[src/rtl/rv_lsu.sv]
// Memory-stage load/store unit: steers byte lanes, checks alignment, retires into a writeback register.
// Latency 1 (plus bus wait states); stall_out holds upstream while an access is outstanding, stall_in freezes the writeback register.
module rv_lsu #(
    parameter int XLEN = 32,
    localparam int LANES = XLEN / 8,
    localparam int LB = $clog2(LANES)
) (
    input  logic             clk,
    input  logic             reset_,
    input  logic             stall_in,
    input  logic             flush_in,
    input  logic             valid_in,
    input  logic             read_in,
    input  logic             write_in,
    input  logic [1:0]       width_in,
    input  logic             zero_extend_in,
    input  logic [4:0]       rd_in,
    input  logic             rd_write_in,
    input  logic [XLEN-1:0]  result_in,
    input  logic [XLEN-1:0]  rs2_value_in,
    output logic             data_req_out,
    output logic             data_we_out,
    output logic [XLEN-1:0]  data_address_out,
    output logic [XLEN-1:0]  data_write_value_out,
    output logic [LANES-1:0] data_write_mask_out,
    input  logic             data_ready_in,
    input  logic [XLEN-1:0]  data_read_value_in,
    output logic             stall_out,
    output logic             valid_out,
    output logic [4:0]       rd_out,
    output logic             rd_write_out,
    output logic [XLEN-1:0]  rd_value_out,
    output logic             fault_out
);

    typedef enum logic [1:0] {IDLE, WAIT, HOLD} state_t;

    state_t          state_q, state_d;
    logic            kill_q, kill_d, kill_eff;
    logic [XLEN-1:0] hold_q;

    logic             is_mem, bad_width, misalign, fault_op, go;
    logic [2:0]       alo;
    logic [LB-1:0]    lane;
    logic [LANES-1:0] base_mask, lane_mask;
    logic [XLEN-1:0]  wr_rep, rd_shift, field_mask, load_val, mem_val;
    logic             sign_bit;

    logic            req, busy, hold_en, wb_en, wb_valid, wb_write, wb_fault;
    logic [XLEN-1:0] wb_value;
    logic            live;

    assign alo       = result_in[2:0];
    assign lane      = result_in[LB-1:0];
    assign is_mem    = valid_in && (read_in || write_in);
    assign bad_width = (width_in == 2'b11) && (XLEN == 32);
    assign fault_op  = is_mem && (bad_width || misalign);
    assign go        = is_mem && !fault_op && !flush_in && !stall_in;
    assign kill_eff  = kill_q || flush_in;

    always_comb begin
        case (width_in)
            2'b01:   misalign = alo[0];
            2'b00:   misalign = |alo[1:0];
            2'b11:   misalign = |alo;
            default: misalign = 1'b0;
        endcase
    end

    // Unshifted byte-enable pattern for the access size; doubles as the load field mask.
    always_comb begin
        case (width_in)
            2'b10:   base_mask = LANES'(1);
            2'b01:   base_mask = LANES'(3);
            2'b00:   base_mask = LANES'(15);
            default: base_mask = '1;
        endcase
    end

    assign lane_mask = base_mask << lane;

    always_comb begin
        case (width_in)
            2'b10:   wr_rep = {LANES{rs2_value_in[7:0]}};
            2'b01:   wr_rep = {(LANES/2){rs2_value_in[15:0]}};
            2'b00:   wr_rep = {(LANES/4){rs2_value_in[31:0]}};
            default: wr_rep = rs2_value_in;
        endcase
    end

    assign rd_shift = data_read_value_in >> {lane, 3'b000};

    always_comb begin
        field_mask = '0;
        for (int i = 0; i < LANES; i++) begin
            field_mask[8*i +: 8] = {8{base_mask[i]}};
        end
    end

    always_comb begin
        case (width_in)
            2'b10:   sign_bit = rd_shift[7];
            2'b01:   sign_bit = rd_shift[15];
            2'b00:   sign_bit = rd_shift[31];
            default: sign_bit = rd_shift[XLEN-1];
        endcase
    end

    assign load_val = (rd_shift & field_mask)
                    | ({XLEN{!zero_extend_in && sign_bit}} & ~field_mask);
    assign mem_val  = read_in ? load_val : result_in;

    always_ff @(posedge clk or negedge reset_) begin
        if (!reset_) begin
            state_q <= IDLE;
            kill_q  <= 1'b0;
        end else begin
            state_q <= state_d;
            kill_q  <= kill_d;
        end
    end

    always_comb begin
        state_d = state_q;
        kill_d  = 1'b0;
        case (state_q)
            IDLE: begin
                if (go && !data_ready_in) state_d = WAIT;
            end
            WAIT: begin
                kill_d = kill_eff;
                if (data_ready_in) state_d = stall_in ? HOLD : IDLE;
            end
            HOLD: begin
                kill_d = kill_eff;
                if (!stall_in) state_d = IDLE;
            end
            default: state_d = IDLE;
        endcase
        if (state_d == IDLE) kill_d = 1'b0;
    end

    // A cycle that retires nothing loads a bubble, so valid_out never repeats an instruction.
    always_comb begin
        req      = 1'b0;
        busy     = 1'b0;
        hold_en  = 1'b0;
        wb_en    = !stall_in;
        wb_valid = 1'b0;
        wb_write = 1'b0;
        wb_fault = 1'b0;
        wb_value = result_in;
        case (state_q)
            IDLE: begin
                req  = go;
                busy = go && !data_ready_in;
                if (fault_op) begin
                    wb_valid = !flush_in;
                    wb_fault = !flush_in;
                end else if (go) begin
                    if (data_ready_in) begin
                        wb_valid = 1'b1;
                        wb_write = rd_write_in;
                        wb_value = mem_val;
                    end
                end else if (!is_mem) begin
                    wb_valid = valid_in && !flush_in;
                    wb_write = rd_write_in && valid_in && !flush_in;
                end
            end
            WAIT: begin
                req     = 1'b1;
                busy    = !(data_ready_in && !stall_in);
                hold_en = data_ready_in && stall_in;
                if (data_ready_in) begin
                    wb_valid = !kill_eff;
                    wb_write = rd_write_in && !kill_eff;
                    wb_value = mem_val;
                end
            end
            HOLD: begin
                busy     = 1'b1;
                wb_valid = !kill_eff;
                wb_write = rd_write_in && !kill_eff;
                wb_value = hold_q;
            end
            default: ;
        endcase
    end

    always_ff @(posedge clk or negedge reset_) begin
        if (!reset_) begin
            valid_out    <= 1'b0;
            rd_out       <= '0;
            rd_write_out <= 1'b0;
            rd_value_out <= '0;
            fault_out    <= 1'b0;
            hold_q       <= '0;
        end else begin
            if (wb_en) begin
                valid_out    <= wb_valid;
                rd_out       <= rd_in;
                rd_write_out <= wb_write;
                rd_value_out <= wb_value;
                fault_out    <= wb_fault;
            end
            if (hold_en) hold_q <= mem_val;
        end
    end

    // Bus outputs are gated by reset so an abandoned request drops without a clock edge.
    assign live                 = req && reset_;
    assign data_req_out         = live;
    assign data_we_out          = live && write_in;
    assign data_address_out     = live ? {result_in[XLEN-1:LB], {LB{1'b0}}} : '0;
    assign data_write_value_out = live ? wr_rep : '0;
    assign data_write_mask_out  = (live && write_in) ? lane_mask : '0;
    assign stall_out            = busy && reset_;

endmodule

[config.mk]
export PLATFORM = sky130hd
export DESIGN_NAME = rv_lsu
export DESIGN_NICKNAME = d
export VERILOG_FILES = /design/src/rtl/rv_lsu.sv
export SDC_FILE = /design/constraint.sdc
export NUM_CORES = 1
export LEC_CHECK = 0
export ABC_CLOCK_PERIOD_IN_PS = 2100
export CAP_MARGIN = 0
export CORE_ASPECT_RATIO = 1.1
export CORE_UTILIZATION = 30
export DETAILED_ROUTE_END_ITERATION = 8
export GPL_TIMING_DRIVEN = 0
export SLEW_MARGIN = 40
export SYNTH_ARGS = -nofsm -noshare
export SYNTH_HDL_FRONTEND = slang
export SYNTH_SLANG_ARGS = --single-unit
[constraint.sdc]
create_clock -name clk -period 2.1 [get_ports clk]
set_clock_uncertainty 0.2 [all_clocks]
set_input_delay 0.315 -clock clk [delete_from_list [all_inputs] [get_ports clk]]
set_output_delay 0.315 -clock clk [all_outputs]
set_load 0.05 [all_outputs]
==> metrics.md <==
| Metric | Value |
|---|---|
| Number of synthesized flops with an enable pin | 0 |
| Pin count of the biggest net entering global routing | 50 |
| Maxcap violations | 0 |
| Data required time at the worst endpoint | 1580 ps |
| Synth unique cells | 55 |
| CTS Sinks | 75 |
| Post-Syn Area | 0.00584 sq mm |
| Setup TNS | -28570 ps |
| Maximum VDD drop | 0.519 mV |
| Endpoint type of the worst setup path | output port |
| Main combinational cell family by area after synthesis | compound AO/OA/AOI/OAI gates |
| Seq cells post-synth | 75 |
| # diodes | 0 |
| H-tree Lvls | 3 |
| Most frequent cell after synthesis | nand2_1 |
| Fin Hold WS | -365 ps |
| Post-Route WL | 27.3 mm |
| # rows | 53 |
| Post-synthesis compound-gate area fraction | 0.292 |
| Cell family with most CP delay | buffers and inverters |
| Fraction of synthesized area in multiplexers | 0.0863 |
| Die span in x | 135 um |
| Initial antenna violation count | 0 |
| Critical Path Source Type | flop |
| CTS tree | built |
| Die Area | 0.0200 sq mm |
| Worst slew pin tran | 723 ps |
| Crit path buf inv count | 3 |
| Vias in the first global route | 6598 |
| Overall Global Routing Usage | 0.268 |
| Top cells by count, synth | 77 x nand2_1, 75 x dfrtp_1, 70 x nor2_1 |
| Period minus WS final | 2530 ps |
| Fraction of the mapped netlist area in adder cells | 0.0193 |
| Power per cell area | 1030 mW/mm^2 |
| Routability congestion estimate from global placement | 0.883 |
| Failing checks | hold timing, setup timing |
| Drt wl/cell | 22.3 um |
| Synth Flop Type | dfrtp_1 |
| Grt total ovfl | 0 |
| Cells after Synth | 698 |
| Post-route insts no fill | 1224 |
| DP Worst Slack | -2230 ps |
| CP Max Fanout | 8 |
| Remaining antenna violation count | 0 |
| Arr. time, crit path | 2020 ps |
| Setup violators final | 90 |
| Placed cell count | 1168 |
| Post-route setup slack | -432 ps |
| Ranking of synthesized cells by area | dfrtp_1 32%, mux2_2 5.2%, a221oi_2 5.1%, nand2_1 4.9%, nor2_1 4.5% |
| Async S/R FF share, synth | 1.00 |
| 1st-pass router iterations | 5 |
| Crit path kind | reg -> out |
| Seq/Total Area, Yosys | 0.321 |
| CTS Buf Count | 9 |
| Status | finished, violations left |
| Longest Clk Path Bufs | 2 |
| Port buffer count | 221 |
| Final Cell Area | 0.0103 sq mm |
| Die Span Y | 148 um |
| Layout Area Growth over Synthesis | 76.8% |
| Clk slew on worst S/H paths | 70 ps |
| Placement-stage cell area | 0.00890 sq mm |
| Worst R2R Start | state_q[1] |
| Skew-Pair Late Insertion Delay | 360 ps |
| Root buf cell | clkbuf_16 |
| Initial Utilization | 0.306 |
| Synth Area in Simple Gates | 0.216 |
| Critical path's largest stage delay | 400 ps |
| Worst min path class | in -> async |
| DP HPWL | 19.6 mm |
| Fin nets | 1094 |
| Leakage | 4.12 nW |
| First-pass GRT wire length | 40.2 mm |
| R2R depth | 10 |
| I/O Pins | 224 |
| Number of remaining DRC errors | 0 |
| Final Cycle Share | 1.21 |
| Iter 0 DRT Violations | 587 |
| Final hold vios | 70 |
| Post-synth top area share | 0.321 |
| Worst reg2reg setup slack | -210 ps |
| Routed vias/inst | 5.66 |
| Slowest CP cell | dfrtp_1 |
| Yosys top cell by area | dfrtp_1 |
| Core Area | 0.0191 sq mm |
| RSZ-0062 raised after global routing | true |
| Syn avg cell area | 8.37 sq um |
| Synth warn | 0 |
| Layout cells sized above 1 | 0.366 |
| CP Cell Sequence | inv_2, ha_4, a31o_4, nand2_8, buf_12, a211oi_4, buf_6 |
| FF-to-FF End | rd_value_out[22] |
| XOR/XNOR Fraction of Synth Area | 0 |
| Via count | 6922 |
| Slew Viols, Final | 0 |
| Fmax | 395 MHz |
| Slew HR | 0.518 |
==> worst register-to-register path, cell delays in order, from the launching register on <==
cell and delay (ps):
dfrtp_1 400, inv_2 120, ha_4 190, buf_6 100, and3b_2 190, and3_4 170, a22o_1 130, buf_6 180
buf_6 150, nand4_1 90, a221oi_2 270
==> kinds of logic after synthesis <==
group | Yosys count
buf+inv | 82
simple gates | 260
fa+ha+maj | 9
compound gates | 224
other cells | 1
mux | 47
flops | 75
==> placed cells by master, fill, tap and decap left out, types with 12 or more instances in the layout <==
cell type	instances
dfrtp_1	75
nor2_4	14
a211oi_1	12
clkbuf_2	17
a221oi_2	27
nor2b_1	26
o21ai_0	25
a31oi_1	15
a21oi_1	44
nand4_1	16
mux2i_1	20
and3_4	39
nand2_1	74
buf_6	68
clkdlybuf4s50_1	135
nor2_1	52
a22oi_1	17
buf_8	21
mux2_2	27
clkbuf_16	14
clkbuf_1	14
buf_4	38
o22ai_1	25
==> power by group <==
part | switching (W) | internal [W]
registers | 0.000408 | 0.00204
clock network | 0.000686 | 0.000837
logic | 0.00392 | 0.00272
==> flip-flops by register name, indices dropped and copies added, names as in the netlist <==
| signal | flops |
|---|---|
| valid_out | 1 |
| kill_q | 1 |
| rd_out | 5 |
| rd_write_out | 1 |
| state_q | 2 |
| rd_value_out | 32 |
| hold_q | 32 |
| fault_out | 1 |
==> stage by stage <==
step,util,power (W)
2_1_floorplan,-,0.00595
3_3_place_gp,0.464,0.00782
3_5_place_dp,0.466,0.00786
4_1_cts,0.522,0.0103
5_1_grt,0.541,0.0110
6_report,0.541,0.0106
==> what timing repair did <==
| item | 4_1_cts | 5_1_grt |
|---|---|---|
| hold endpoints to repair | 28 | 28 |
| pin swaps | 32 | 11 |
| gates cloned | 7 | 2 |
| setup endpoints to repair | 142 | 132 |
| gates resized for setup | 624 | 80 |
| setup buffers | 21 | 16 |
==> layer usage <==
layer	vias up	part of all wire	track usage	routed length, um
li1	3149	-	-	-
met5	-	0	0	0
met1	3354	0.41	0.337	11200
met2	359	0.48	0.451	13200
met3	60	0.074	0.0532	2020
met4	0	0.033	0.0955	895
==> how the worst max path moves through the flow <==
stage	start	end	slack, ps	cells after the start
finish	state_q[1]	data_write_value_out[29]	-430	7
global route	state_q[1]	data_write_value_out[28]	-480	7
CTS	state_q[1]	data_write_value_out[29]	-450	7
detailed placement	width_in[1]	data_write_value_out[4]	-2230	9
global placement	reset_	data_write_mask_out[3]	-4550	5
floorplan	width_in[1]	data_write_value_out[28]	-380	8
==> area by class of cell <==
cell class                 count  area, sq um
fill                        1727         8770
multi-input combinational    543         4360
clock buffer                  11          243
clock inverter                 5         37.5
inverter                      14         67.6
tap                          247          309
timing repair buffer         266         2900
sequential                    75         1880
buffer                        63          539
Power figures use the tool's default switching activity.
